--- config.mk ---
export PLATFORM = sky130hd
export DESIGN_NAME = cisc_control_unit
export DESIGN_NICKNAME = d
export VERILOG_FILES = /design/src/rtl/cisc_control_unit.sv
export SDC_FILE = /design/constraint.sdc
export NUM_CORES = 1
export LEC_CHECK = 0
export ABC_CLOCK_PERIOD_IN_PS = 1600
export CAP_MARGIN = 20
export CORE_ASPECT_RATIO = 2
export CORE_MARGIN = 2
export CORE_UTILIZATION = 35
export CTS_BUF_LIST = sky130_fd_sc_hd__clkbuf_16
export DETAILED_ROUTE_END_ITERATION = 8
export PLACE_DENSITY_LB_ADDON = 0.1
export SKIP_CTS_REPAIR_TIMING = 1
export SKIP_LAST_GASP = 1
export SLEW_MARGIN = 20
export SYNTH_ARGS = -nofsm -noshare
export SYNTH_HDL_FRONTEND = slang
export SYNTH_SLANG_ARGS = --single-unit
--- constraint.sdc ---
create_clock -name clk -period 1.6 [get_ports clk]
set_input_delay 0.32 -clock clk [delete_from_list [all_inputs] [get_ports clk]]
set_output_delay 0.32 -clock clk [all_outputs]
set_load 0.005 [all_outputs]
--- src/rtl/cisc_control_unit.sv ---
// -----------------------------------------------------------------------------
// cisc_control_unit
//
// Microsequencer for the 16-bit CISC datapath (register bank, ALSU, status
// register, DR, AR, PC, IR). Runs fetch / decode / execute, drives every
// datapath load, select and bus output-enable, and runs the req/ack handshake
// with memory on the shared Datos/Direcciones buses. Ends in a sticky HALT on
// the halt opcode, an illegal opcode or a memory timeout.
//
// Only the state, the wait counter and the three flags are registered. All
// control outputs are combinational from state, ir, cond_flag and mem_ack.
//
// Ports
//   clk, reset                    rising-edge clock, synchronous active-high reset
//   ir[15:0]                      IR: [15:12] op, [11:9] rd/cond, [8:6] ra,
//                                 [5:3] rb, [2:0] fun
//   cond_flag                     selected status bit XOR neg_s
//   mem_ack                       memory completes the current access this cycle
//   mem_req, mem_we               access request, 1 = write
//   load_ir/pc/ar/dr/s            register load enables
//   select_pc[1:0]                0 Datos, 1 ALSUout, 2 zero, 3 PC+1
//   select_ar, select_dr          0 Datos, 1 ALSUout
//   wire_select                   bank write data: 0 ALSUout, 1 Datos
//   write_enable, write_address   bank write port (address = ir[11:9])
//   read_address_a/b              bank read ports (ir[8:6] / ir[5:3])
//   fun[2:0]                      ALSU function (ir[2:0] unless overridden)
//   select_s[1:0], neg_s          status mux select (ir[10:9]) and invert (ir[11])
//   oe_pc_a, oe_pc_d, oe_ar, oe_dr  bus tri-state enables (oe_pc_d reserved, 0)
//   halted, bus_error, illegal_op registered sticky flags
// -----------------------------------------------------------------------------
module cisc_control_unit #(
  parameter logic [2:0] PASS_A_FUN  = 3'b000,
  parameter logic [2:0] PASS_B_FUN  = 3'b001,
  parameter int         MEM_TIMEOUT = 16
) (
  input  logic        clk,
  input  logic        reset,
  input  logic [15:0] ir,
  input  logic        cond_flag,
  input  logic        mem_ack,
  output logic        mem_req,
  output logic        mem_we,
  output logic        load_ir,
  output logic        load_pc,
  output logic        load_ar,
  output logic        load_dr,
  output logic        load_s,
  output logic [1:0]  select_pc,
  output logic        select_ar,
  output logic        select_dr,
  output logic        wire_select,
  output logic        write_enable,
  output logic [2:0]  write_address,
  output logic [2:0]  read_address_a,
  output logic [2:0]  read_address_b,
  output logic [2:0]  fun,
  output logic [1:0]  select_s,
  output logic        neg_s,
  output logic        oe_pc_a,
  output logic        oe_pc_d,
  output logic        oe_ar,
  output logic        oe_dr,
  output logic        halted,
  output logic        bus_error,
  output logic        illegal_op
);

  typedef enum logic [3:0] {
    S_RESET,
    S_FETCH,
    S_DECODE,
    S_ALU,
    S_LD_AR,
    S_LD_MEM,
    S_ST_AR,
    S_ST_DR,
    S_ST_MEM,
    S_IMM,
    S_HALT
  } state_t;

  localparam logic [3:0] OP_NOP  = 4'h0;
  localparam logic [3:0] OP_ALU  = 4'h1;
  localparam logic [3:0] OP_LD   = 4'h2;
  localparam logic [3:0] OP_ST   = 4'h3;
  localparam logic [3:0] OP_JMP  = 4'h4;
  localparam logic [3:0] OP_BR   = 4'h5;
  localparam logic [3:0] OP_LDI  = 4'h6;
  localparam logic [3:0] OP_HALT = 4'hF;

  localparam logic [1:0] PC_DATOS = 2'd0;
  localparam logic [1:0] PC_ZERO  = 2'd2;
  localparam logic [1:0] PC_INC   = 2'd3;

  // Counter holds 0..MEM_TIMEOUT-1: the number of completed ack-less cycles
  // in the current wait state.
  localparam int          CW       = (MEM_TIMEOUT > 2) ? $clog2(MEM_TIMEOUT) : 1;
  localparam logic [CW-1:0] CNT_LAST = CW'(MEM_TIMEOUT - 1);

  state_t          state, state_next;
  logic [CW-1:0]   wait_cnt;
  logic            in_wait;
  logic            timeout;
  logic            set_halted, set_bus_error, set_illegal;
  logic [3:0]      op;

  assign op             = ir[15:12];
  assign write_address  = ir[11:9];
  assign read_address_a = ir[8:6];
  assign read_address_b = ir[5:3];
  assign select_s       = ir[10:9];
  assign neg_s          = ir[11];

  assign in_wait = (state == S_FETCH) || (state == S_LD_MEM) ||
                   (state == S_ST_MEM) || (state == S_IMM);
  // The MEM_TIMEOUT-th ack-less cycle expires; an ack in that same cycle wins.
  assign timeout = in_wait && !mem_ack && (wait_cnt == CNT_LAST);

  // NOTE: every signal written here gets a default first so no path leaves
  // it unassigned, which would infer a latch.
  always_comb begin
    state_next    = state;
    mem_req       = 1'b0;
    mem_we        = 1'b0;
    load_ir       = 1'b0;
    load_pc       = 1'b0;
    load_ar       = 1'b0;
    load_dr       = 1'b0;
    load_s        = 1'b0;
    select_pc     = PC_DATOS;
    select_ar     = 1'b0;
    select_dr     = 1'b0;
    wire_select   = 1'b0;
    write_enable  = 1'b0;
    fun           = ir[2:0];
    oe_pc_a       = 1'b0;
    oe_pc_d       = 1'b0;
    oe_ar         = 1'b0;
    oe_dr         = 1'b0;
    set_halted    = 1'b0;
    set_bus_error = 1'b0;
    set_illegal   = 1'b0;

    unique case (state)
      S_RESET: begin
        select_pc  = PC_ZERO;
        load_pc    = 1'b1;
        state_next = S_FETCH;
      end

      S_FETCH: begin
        oe_pc_a = 1'b1;
        mem_req = 1'b1;
        if (mem_ack) begin
          load_ir    = 1'b1;
          select_pc  = PC_INC;
          load_pc    = 1'b1;
          state_next = S_DECODE;
        end
      end

      S_DECODE: begin
        unique case (op)
          OP_NOP:                 state_next = S_FETCH;
          OP_ALU:                 state_next = S_ALU;
          OP_LD:                  state_next = S_LD_AR;
          OP_ST:                  state_next = S_ST_AR;
          OP_JMP, OP_BR, OP_LDI:  state_next = S_IMM;
          OP_HALT: begin
            set_halted = 1'b1;
            state_next = S_HALT;
          end
          default: begin
            set_illegal = 1'b1;
            set_halted  = 1'b1;
            state_next  = S_HALT;
          end
        endcase
      end

      S_ALU: begin
        write_enable = 1'b1;
        load_s       = 1'b1;
        state_next   = S_FETCH;
      end

      S_LD_AR, S_ST_AR: begin
        // Effective address is the ra register passed straight through the ALSU.
        fun        = PASS_A_FUN;
        select_ar  = 1'b1;
        load_ar    = 1'b1;
        state_next = (state == S_LD_AR) ? S_LD_MEM : S_ST_DR;
      end

      S_LD_MEM: begin
        oe_ar   = 1'b1;
        mem_req = 1'b1;
        if (mem_ack) begin
          write_enable = 1'b1;
          wire_select  = 1'b1;
          state_next   = S_FETCH;
        end
      end

      S_ST_DR: begin
        fun        = PASS_B_FUN;
        select_dr  = 1'b1;
        load_dr    = 1'b1;
        state_next = S_ST_MEM;
      end

      S_ST_MEM: begin
        oe_ar   = 1'b1;
        oe_dr   = 1'b1;
        mem_req = 1'b1;
        mem_we  = 1'b1;
        if (mem_ack) state_next = S_FETCH;
      end

      S_IMM: begin
        // The immediate word sits at PC; the opcode decides where it goes.
        oe_pc_a = 1'b1;
        mem_req = 1'b1;
        if (mem_ack) begin
          load_pc    = 1'b1;
          state_next = S_FETCH;
          if (op == OP_JMP) begin
            select_pc = PC_DATOS;
          end else if (op == OP_BR) begin
            select_pc = cond_flag ? PC_DATOS : PC_INC;
          end else begin
            write_enable = 1'b1;
            wire_select  = 1'b1;
            select_pc    = PC_INC;
          end
        end
      end

      S_HALT: state_next = S_HALT;

      default: begin
        set_halted = 1'b1;
        state_next = S_HALT;
      end
    endcase

    // Expired wait: no load strobes this cycle (none fire without ack anyway).
    if (timeout) begin
      set_bus_error = 1'b1;
      set_halted    = 1'b1;
      state_next    = S_HALT;
    end
  end

  // NOTE: sequential state uses non-blocking assignments so every register
  // samples pre-edge values regardless of statement order.
  always_ff @(posedge clk) begin
    if (reset) begin
      state      <= S_RESET;
      wait_cnt   <= '0;
      halted     <= 1'b0;
      bus_error  <= 1'b0;
      illegal_op <= 1'b0;
    end else begin
      state <= state_next;
      if (state_next != state) wait_cnt <= '0;
      else if (in_wait)        wait_cnt <= wait_cnt + 1'b1;
      halted     <= halted     | set_halted;
      bus_error  <= bus_error  | set_bus_error;
      illegal_op <= illegal_op | set_illegal;
    end
  end

endmodule
Yosys cells after proc, flatten, opt, wreduce, memory -nomap -nowiden:

Index checks and enable logic that the tools add are counted.

* bits in registers: 11
* output and inout port bits: 35
* word-level logic and storage cells: 81

* add/subtract/negate cells: 1
* eq/ne operators: 19
* mux-type cells: 34
* bitwise operators: 3
* reductions and logical operators: 19

Operator list (number)
* $eq 4x3->1 const B: 7
* $pmux 4 s6: 1
* $eq 4x4->1 const B: 5
* $pmux 4 s5: 1
* $mux 1: 17
* $eq 4x2->1 const B: 4
* $mux 2: 6
* $mux 4: 3
* $reduce_or 10->1: 1
* $reduce_or 2->1: 5
* $eq 4x1->1 const B: 2
* $logic_not 4->1: 2
* $reduce_or 8->1: 1
* $reduce_or 7->1: 1
* $pmux 1 s2: 3
* $pmux 2 s3: 1
* $pmux 3 s2: 1
* $reduce_or 3->1: 2
* $add 4x1->4 const B: 1
* $ne 4x4->1: 1
* $reduce_or 4->1: 1
* $logic_or 1x1->1: 3
* $or 1x1->1: 3
* $pmux 1 s3: 1
* other kinds (2): 3

Depth between registers and ports, before layout:

Gate-level depths: netlist (run 1).

* word-level depth: 9
* gate-level depth with buffers: 7
* depth with buffers taken out: 6

Least setup slack after synthesis (run 1):

OpenSTA, ideal clock, no wires.

* path type: flip-flop to output port
* from: register state[0]
* to: output fun[1]
* arrival: 1280 ps
* data required time: 1280 ps
* setup slack: 0 ps
* cell stages (with the launch flop): 6
* cell sequence: dfxtp_1 buf_2 buf_2 nor3_1 nor2_1 and2_1

* cells in the longest elaborated chain, start to end: 3
* elaborated cells between the ends (all ways): 5

RTL lines
* start, declared: line 100 `state_t state, state_next;`
* start signal, assigned: line 265 `state <= state_next;`
* $eq 4x3->1: line 144 `unique case (state)`
* $reduce_or 2->1
* $pmux 3 s2 *: line 144
* end, declared: line 56 `output logic [2:0] fun,`

Mark *: on every way between the ends. The rest lies on a longest branch, timed or not.

Worst setup path in the final report (run 1):

* from: register state[3]
* to: output load_ar

* cells in the longest elaborated chain, start to end: 3
* elaborated cells between the ends (all ways): 4

RTL lines
* $eq 4x3->1: line 144
* $reduce_or 2->1 *
* $mux 1 *: line 144
* end, declared: line 45 `output logic load_ar,`

Marks and branches as above.

==> results of run 1 <==
==> how the worst min path moves through the flow <==
stage | from | endpoint | slack [ns] | cells past startpoint
finish | illegal_op | illegal_op | 0.48 | 2
global route | illegal_op | illegal_op | 0.51 | 2
CTS | illegal_op | illegal_op | 0.48 | 2
detailed placement | illegal_op | illegal_op | 0.47 | 2
global placement | illegal_op | illegal_op | 0.46 | 2
floorplan | bus_error | bus_error | 0.46 | 2
==> synth_stat cells (all sizes together) <==
master   count
a221oi       2
inv          6
nor3         8
or2          2
a211oi       2
nand2b       4
o21ai        8
a21boi       1
o22ai        1
nor2        17
o31a         1
or2b         1
a311oi       2
dfxtp       11
nand3        4
clkbuf       1
nand2        6
and3         1
conb         1
a22o         1
mux2i        1
nand4        1
nor2b        4
nor4b        2
nor4         5
a31o         1
xor2         2
and2         4
a2111oi      1
xnor2        2
a31oi        4
ha           1
nor3b        1
a21oi        7
a211o        1
a22oi        1
o211ai       1
o31ai        2
buf         27
==> kinds of logic (layout without fill, tap and decap cells) <==
group                    after synthesis  after routing  share of synthesized area, %
XOR/XNOR                               4              4                          3.19
adder cells (fa/ha/maj)                1              1                          1.14
other                                  1              1                         0.342
AND/OR/NAND/NOR                       60             60                          29.5
buffers and inverters                 34            104                          21.1
AO/OA/AOI/OAI                         36             36                          23.7
multiplexers                           1              1                         0.912
flip-flops                            11             11                          20.1
==> registers in the layout, summed over array words and instances (netlist names) <==
| name | count |
|---|---|
| wait_cnt | 4 |
| bus_error | 1 |
| illegal_op | 1 |
| halted | 1 |
| state | 4 |
==> layout make-up <==
cell class | instances | area share [%]
multi-input combinational | 103 | 42.9
timing repair buffer | 94 | 39.9
sequential | 11 | 10.7
clock buffer | 3 | 3.52
tap | 30 | 1.76
inverter | 6 | 1.06
clock inverter | 1 | 0.176
==> routing by layer <==
metal,part of all wire (%),GRT usage [%],vias to the layer above
met4,4.3,12.7,0
met2,60,39.8,47
met5,0,0,-
met1,32,19.7,657
li1,-,-,649
met3,2.8,1.52,19
==> power by group through the flow <==
| stage | clock, mW | sequential (mW) | combinational [mW] |
|---|---|---|---|
| global placement | 0 | 0.295 | 0.364 |
| global route | 0.490 | 0.294 | 0.549 |
| finish | 0.458 | 0.293 | 0.518 |
| CTS | 0.462 | 0.291 | 0.373 |
| floorplan | 0 | 0.296 | 0.198 |
| detailed placement | 0 | 0.296 | 0.370 |
==> stage by stage <==
step	hold WS [ns]	area [um^2]	cells
floorplan	0.460	1100	148
global placement	0.461	1580	226
detailed placement	0.470	1580	226
CTS	0.482	1660	230
global route	0.515	2130	248
finish	0.479	2130	248
==> worst min-delay path: stages, from the launching register on <==
cell,delay (ns)
dfxtp_1,0.32
a31oi_1,0.05
nor2_1,0.07
==> flow_summary_export.csv, run 1 <==
group,metric,value,unit
global_routing,antenna_found_initial,0,
flow_run,maxCapViolCount,0,
floorplanning,ios,55,
power_and_ir_drop,p_per_area,595,nW/um^2
critical_path,crit_end,"load_ar",
cells_and_area,final_common_cell,"buf_4",
detailed_routing,detail_route.iter0.violations,45,
critical_path,critical_path_required,1.28,ns
logic_synthesis,ys_seq_elements,11,
critical_path,arrival,1.53,ns
logic_synthesis,ys_warn_count,0,
critical_path,crit_chain,"buf_6 -> nor3_4 -> buf_6 -> clkdlybuf4s50_1",
floorplanning,die_y,83.2,um
power_and_ir_drop,vdd_drop_max,0.604,mV
power_and_ir_drop,switching_share,29.3,%
critical_path,cpPeakStageDelay,0.49,ns
detailed_routing,ant_nets,0,
logic_synthesis,synth_area_per_cell,7.41,um^2
critical_path,path_class,"reg2out",
cells_and_area,fillerInstances,234,
cells_and_area,diodes,0,
cells_and_area,final_util,71.6,%
critical_path,worstReg2RegEnd,"wait_cnt[3]",
status,violations,"setup timing",
detailed_routing,wl,4.25,mm
place,dpl.hpwl,2.89,mm
logic_synthesis,synth_cell_type_count,47,
clock_network,cts_buffers,3,
critical_path,crit_path_start_kind,"flop",
clock_network,cts_sinks,11,
logic_synthesis,syn_inst,148,
logic_synthesis,synthTopCellsByArea,"dfxtp_1 20%, buf_4 11%, nor2_1 5.5%",
sta,setup_viol,18,
detailed_routing,wl_per_cell,17.1,um
place,io_buffers,32,
power_and_ir_drop,p_clk_share,36.1,%
floorplanning,start_util,36.8,%
detailed_routing,dr.pass1.iters,4,
critical_path,cp-startpoint,"state[3]",
logic_synthesis,yosys.area.top_type,"dfxtp_1",
global_routing,grt_pass1_vias,1328,
global_routing,grt_pass1_wl,5.89,mm
cells_and_area,final-seq-area,228,um^2
critical_path,crit_family,"buffers and inverters",
global_routing,grt_usage,21.0,%
clock_network,cts-root-buf,"clkbuf_16",
critical_path,cp_max_fo,12,
sta,fmax,0.541,GHz
logic_synthesis,ys_seq_area_share,20.1,%
floorplanning,core,2980,um^2
clock_network,cts_tree,"built",
sta,finalSetupTns,-2.47,ns
status,outcome,"finished, violations left",
logic_synthesis,synth_area,1100,um^2
critical_path,slowest_stage,"clkdlybuf4s50_1",
global_routing,overflow,0,
detailed_routing,via_per_inst,5.53,
detailed_routing,vias,1372,
sta,maxSlewViolCount,0,
critical_path,critPathBufInv,3,
cells_and_area,drive_gt1_share,57.3,%
logic_synthesis,synth_nets,169,
power_and_ir_drop,p_total,1.27,mW
critical_path,cp-end-kind,"primary output",
power_and_ir_drop,combPwrFrac,40.8,%
cells_and_area,multi_input_comb_area,915,um^2
power_and_ir_drop,p_int,0.897,mW
cells_and_area,area_delta_synth_final,94.4,%
detailed_routing,drc,0,
clock_network,clk_pin_slew,0.04,ns
place,gp_congestion,0.839,
floorplanning,die_area,3630,um^2
sta,clock_skew,0.00136,ns
power_and_ir_drop,power_frac_seq,23.1,%
min_path,min_path_type,"reg2reg",
critical_path,r2r_slack,-0.20,ns
sta,worst_slack,-0.249,ns
sta,post-route-period-util,116,%
global_routing,grt_max_degree,13,
sta,finalHoldViolCount,0,
clock_network,htreeDepth,1,
critical_path,worst-path-stages,4,
cells_and_area,final_cell_mix,"46 x buf_4, 17 x buf_6, 14 x dlymetal6s2s_1",
sta,fin_crit,1.85,ns
critical_path,r2r_cells,10,
place,preCtsSetupSlack,-0.821,ns
critical_path,reg2reg_from,"state[0]",
logic_synthesis,synth_top_area_share,20.1,%
cells_and_area,fin_nets,240,
power_and_ir_drop,netSwitchingPower,0.371,mW
power_and_ir_drop,p_leak,1.03,nW
critical_path,cp_common_cell,"buf_6",
floorplanning,rows,28,
sta,rsz0062_at_grt,"yes",
floorplanning,die_x,43.6,um
clock_network,clk_latency,0.24,ns
clock_network,cts_buffer_depth,2,
Power figures use the tool's default switching activity.
==> run 2: changes to the inputs <==
- SLEW_MARGIN: 20 -> not set
==> results of run 2 <==
The final DEF is identical to that of run 1; final timing and power are the same.
==> run 3: changes to the inputs <==
- CORE_MARGIN: 2 -> not set
==> run 3 against run 2 <==
The flow still finishes with violations (setup timing). Clock skew about the same. Die area is 6.9% lower. First-iteration DRC count decreased by 42%. Routed wire length shrank 5.2%. Critical path depth rose by 3. Design area shrank 1.4%. Global-route usage is 0.16 points higher. Count of clock-buffer cells in the layout unchanged. Register-to-register slack better by 0.06 ns. Critical endpoint is now write_enable.
==> flow_summary_export.csv, run 3 (synthesized netlist as in run 1, its figures left out) <==
group,metric,value,unit
status,outcome,"finished, violations left",
status,violations,"setup timing",
critical_path,cp-end-kind,"primary output",
detailed_routing,wl,4.03,mm
cells_and_area,final-seq-area,228,um^2
critical_path,cp_max_fo,3,
cells_and_area,multi_input_comb_area,876,um^2
critical_path,cpPeakStageDelay,0.29,ns
global_routing,grt_max_degree,17,
clock_network,cts_buffers,3,
cells_and_area,diodes,0,
critical_path,slowest_stage,"or2_2",
clock_network,clk_latency,0.24,ns
critical_path,r2r_slack,-0.14,ns
floorplanning,start_util,36.8,%
critical_path,crit_path_start_kind,"input pin",
sta,worst_slack,-0.215,ns
critical_path,arrival,1.49,ns
place,postPlaceCellArea,1610,um^2
global_routing,grt_pass1_wl,5.57,mm
sta,post-route-period-util,113,%
global_routing,overflow,0,
cells_and_area,stdcell_area,2100,um^2
sta,fin_hold_ws,0.469,ns
cells_and_area,final_common_cell,"buf_4",
detailed_routing,via_per_inst,5.42,
detailed_routing,drc,0,
sta,fmax,0.551,GHz
power_and_ir_drop,p_per_area,575,nW/um^2
cells_and_area,fin_nets,240,
clock_network,cts_buffer_depth,2,
detailed_routing,detail_route.iter0.violations,26,
flow_run,maxCapViolCount,0,
floorplanning,core,2980,um^2
clock_network,clk_pin_slew,0.04,ns
floorplanning,ios,55,
critical_path,critical_path_required,1.28,ns
sta,clock_skew,0.00105,ns
power_and_ir_drop,vdd_drop_max,0.602,mV
sta,rsz0062_at_grt,"yes",
global_routing,grt_usage,21.1,%
cells_and_area,fillerInstances,222,
cells_and_area,final_cell_mix,"49 x buf_4, 19 x dlymetal6s2s_1, 12 x nor2_1, 12 x buf_6",
cells_and_area,drive_gt1_share,53.7,%
floorplanning,die_x,41.6,um
global_routing,antenna_found_initial,0,
clock_network,cts_tree,"built",
place,dpl.hpwl,2.74,mm
min_path,min_path_type,"reg2reg",
critical_path,path_class,"in2out",
detailed_routing,ant_nets,0,
sta,fin_crit,1.81,ns
detailed_routing,dr.pass1.iters,4,
clock_network,cts_sinks,11,
cells_and_area,reg.largest.list,"state (4), wait_cnt (4)",
sta,finalSetupTns,-1.61,ns
critical_path,cp_common_cell,"dlymetal6s2s_1",
global_routing,grt_pass1_vias,1294,
floorplanning,rows,28,
sta,setup_viol,13,
place,gp_congestion,0.804,
cells_and_area,area_delta_synth_final,91.7,%
detailed_routing,wl_per_cell,16.2,um
place,io_buffers,32,
sta,finalHoldViolCount,0,
critical_path,crit_chain,"dlymetal6s2s_1 -> or2b_1 -> buf_4 -> o21ai_2 -> a21oi_2 -> or2_2 -> dlymetal6s2s_1",
sta,maxSlewViolCount,0,
floorplanning,die_area,3380,um^2
clock_network,cts-root-buf,"clkbuf_16",
detailed_routing,vias,1343,
floorplanning,die_y,81.2,um
power_and_ir_drop,p_leak,1.12,nW
clock_network,htreeDepth,1,
[run 3: cell count changes in the layout (fill, tap and decap cells not counted), moves of 3 or more]
cell,delta
clkbuf_2,-3
buf_6,-5
clkdlybuf4s50_1,-4
dlymetal6s2s_1,+5
nor4_1,+3
buf_2,+3
buf_4,+3
[run 3: area by class of cell]
type / count / share of cell area (%)
Tap cell: 30 / 1.78
Sequential cell: 11 / 10.8
Clock inverter: 1 / 0.178
Multi-Input combinational cell: 103 / 41.6
Timing Repair Buffer: 94 / 40.9
Inverter: 6 / 1.07
Clock buffer: 3 / 3.57
[run 3: layer usage]
metal,up-vias,global-route usage [%],wire length [um]
met1,651,17.9,1390
met5,-,0,0
met2,30,44.7,2430
li1,650,-,-
met3,12,2.22,112
met4,0,11.6,100
[run 3: stage by stage]
stage | power [mW] | utilization (%) | instances | worst slack [ns]
detailed placement | 0.659 | 54.1 | 230 | -0.779
floorplan | 0.494 | - | 148 | 0.0393
global route | 1.26 | 70.6 | 248 | -0.254
CTS | 1.11 | 56.8 | 234 | -0.781
finish | 1.21 | 70.6 | 248 | -0.215
global placement | 0.653 | 54.1 | 230 | -0.767
[run 3: report_power, final]
group / switching (mW) / internal (mW) / total, mW
combinational: 0.211 / 0.260 / 0.470
sequential: 0.00837 / 0.285 / 0.293
clock: 0.118 / 0.328 / 0.446
[run 3: final timing paths]
kind,from,end,depth (start not counted)
max,ir[13],write_enable,7
min,bus_error,bus_error,2
max reg2reg,state[1],wait_cnt[3],9
min reg2reg,bus_error,bus_error,2
[run 3: worst max-delay path, delay by kind of cell]
family                 cells  cell delay, ns
AND/OR/NAND/NOR            2            0.55
buffers and inverters      3            0.43
AO/OA/AOI/OAI              2            0.19
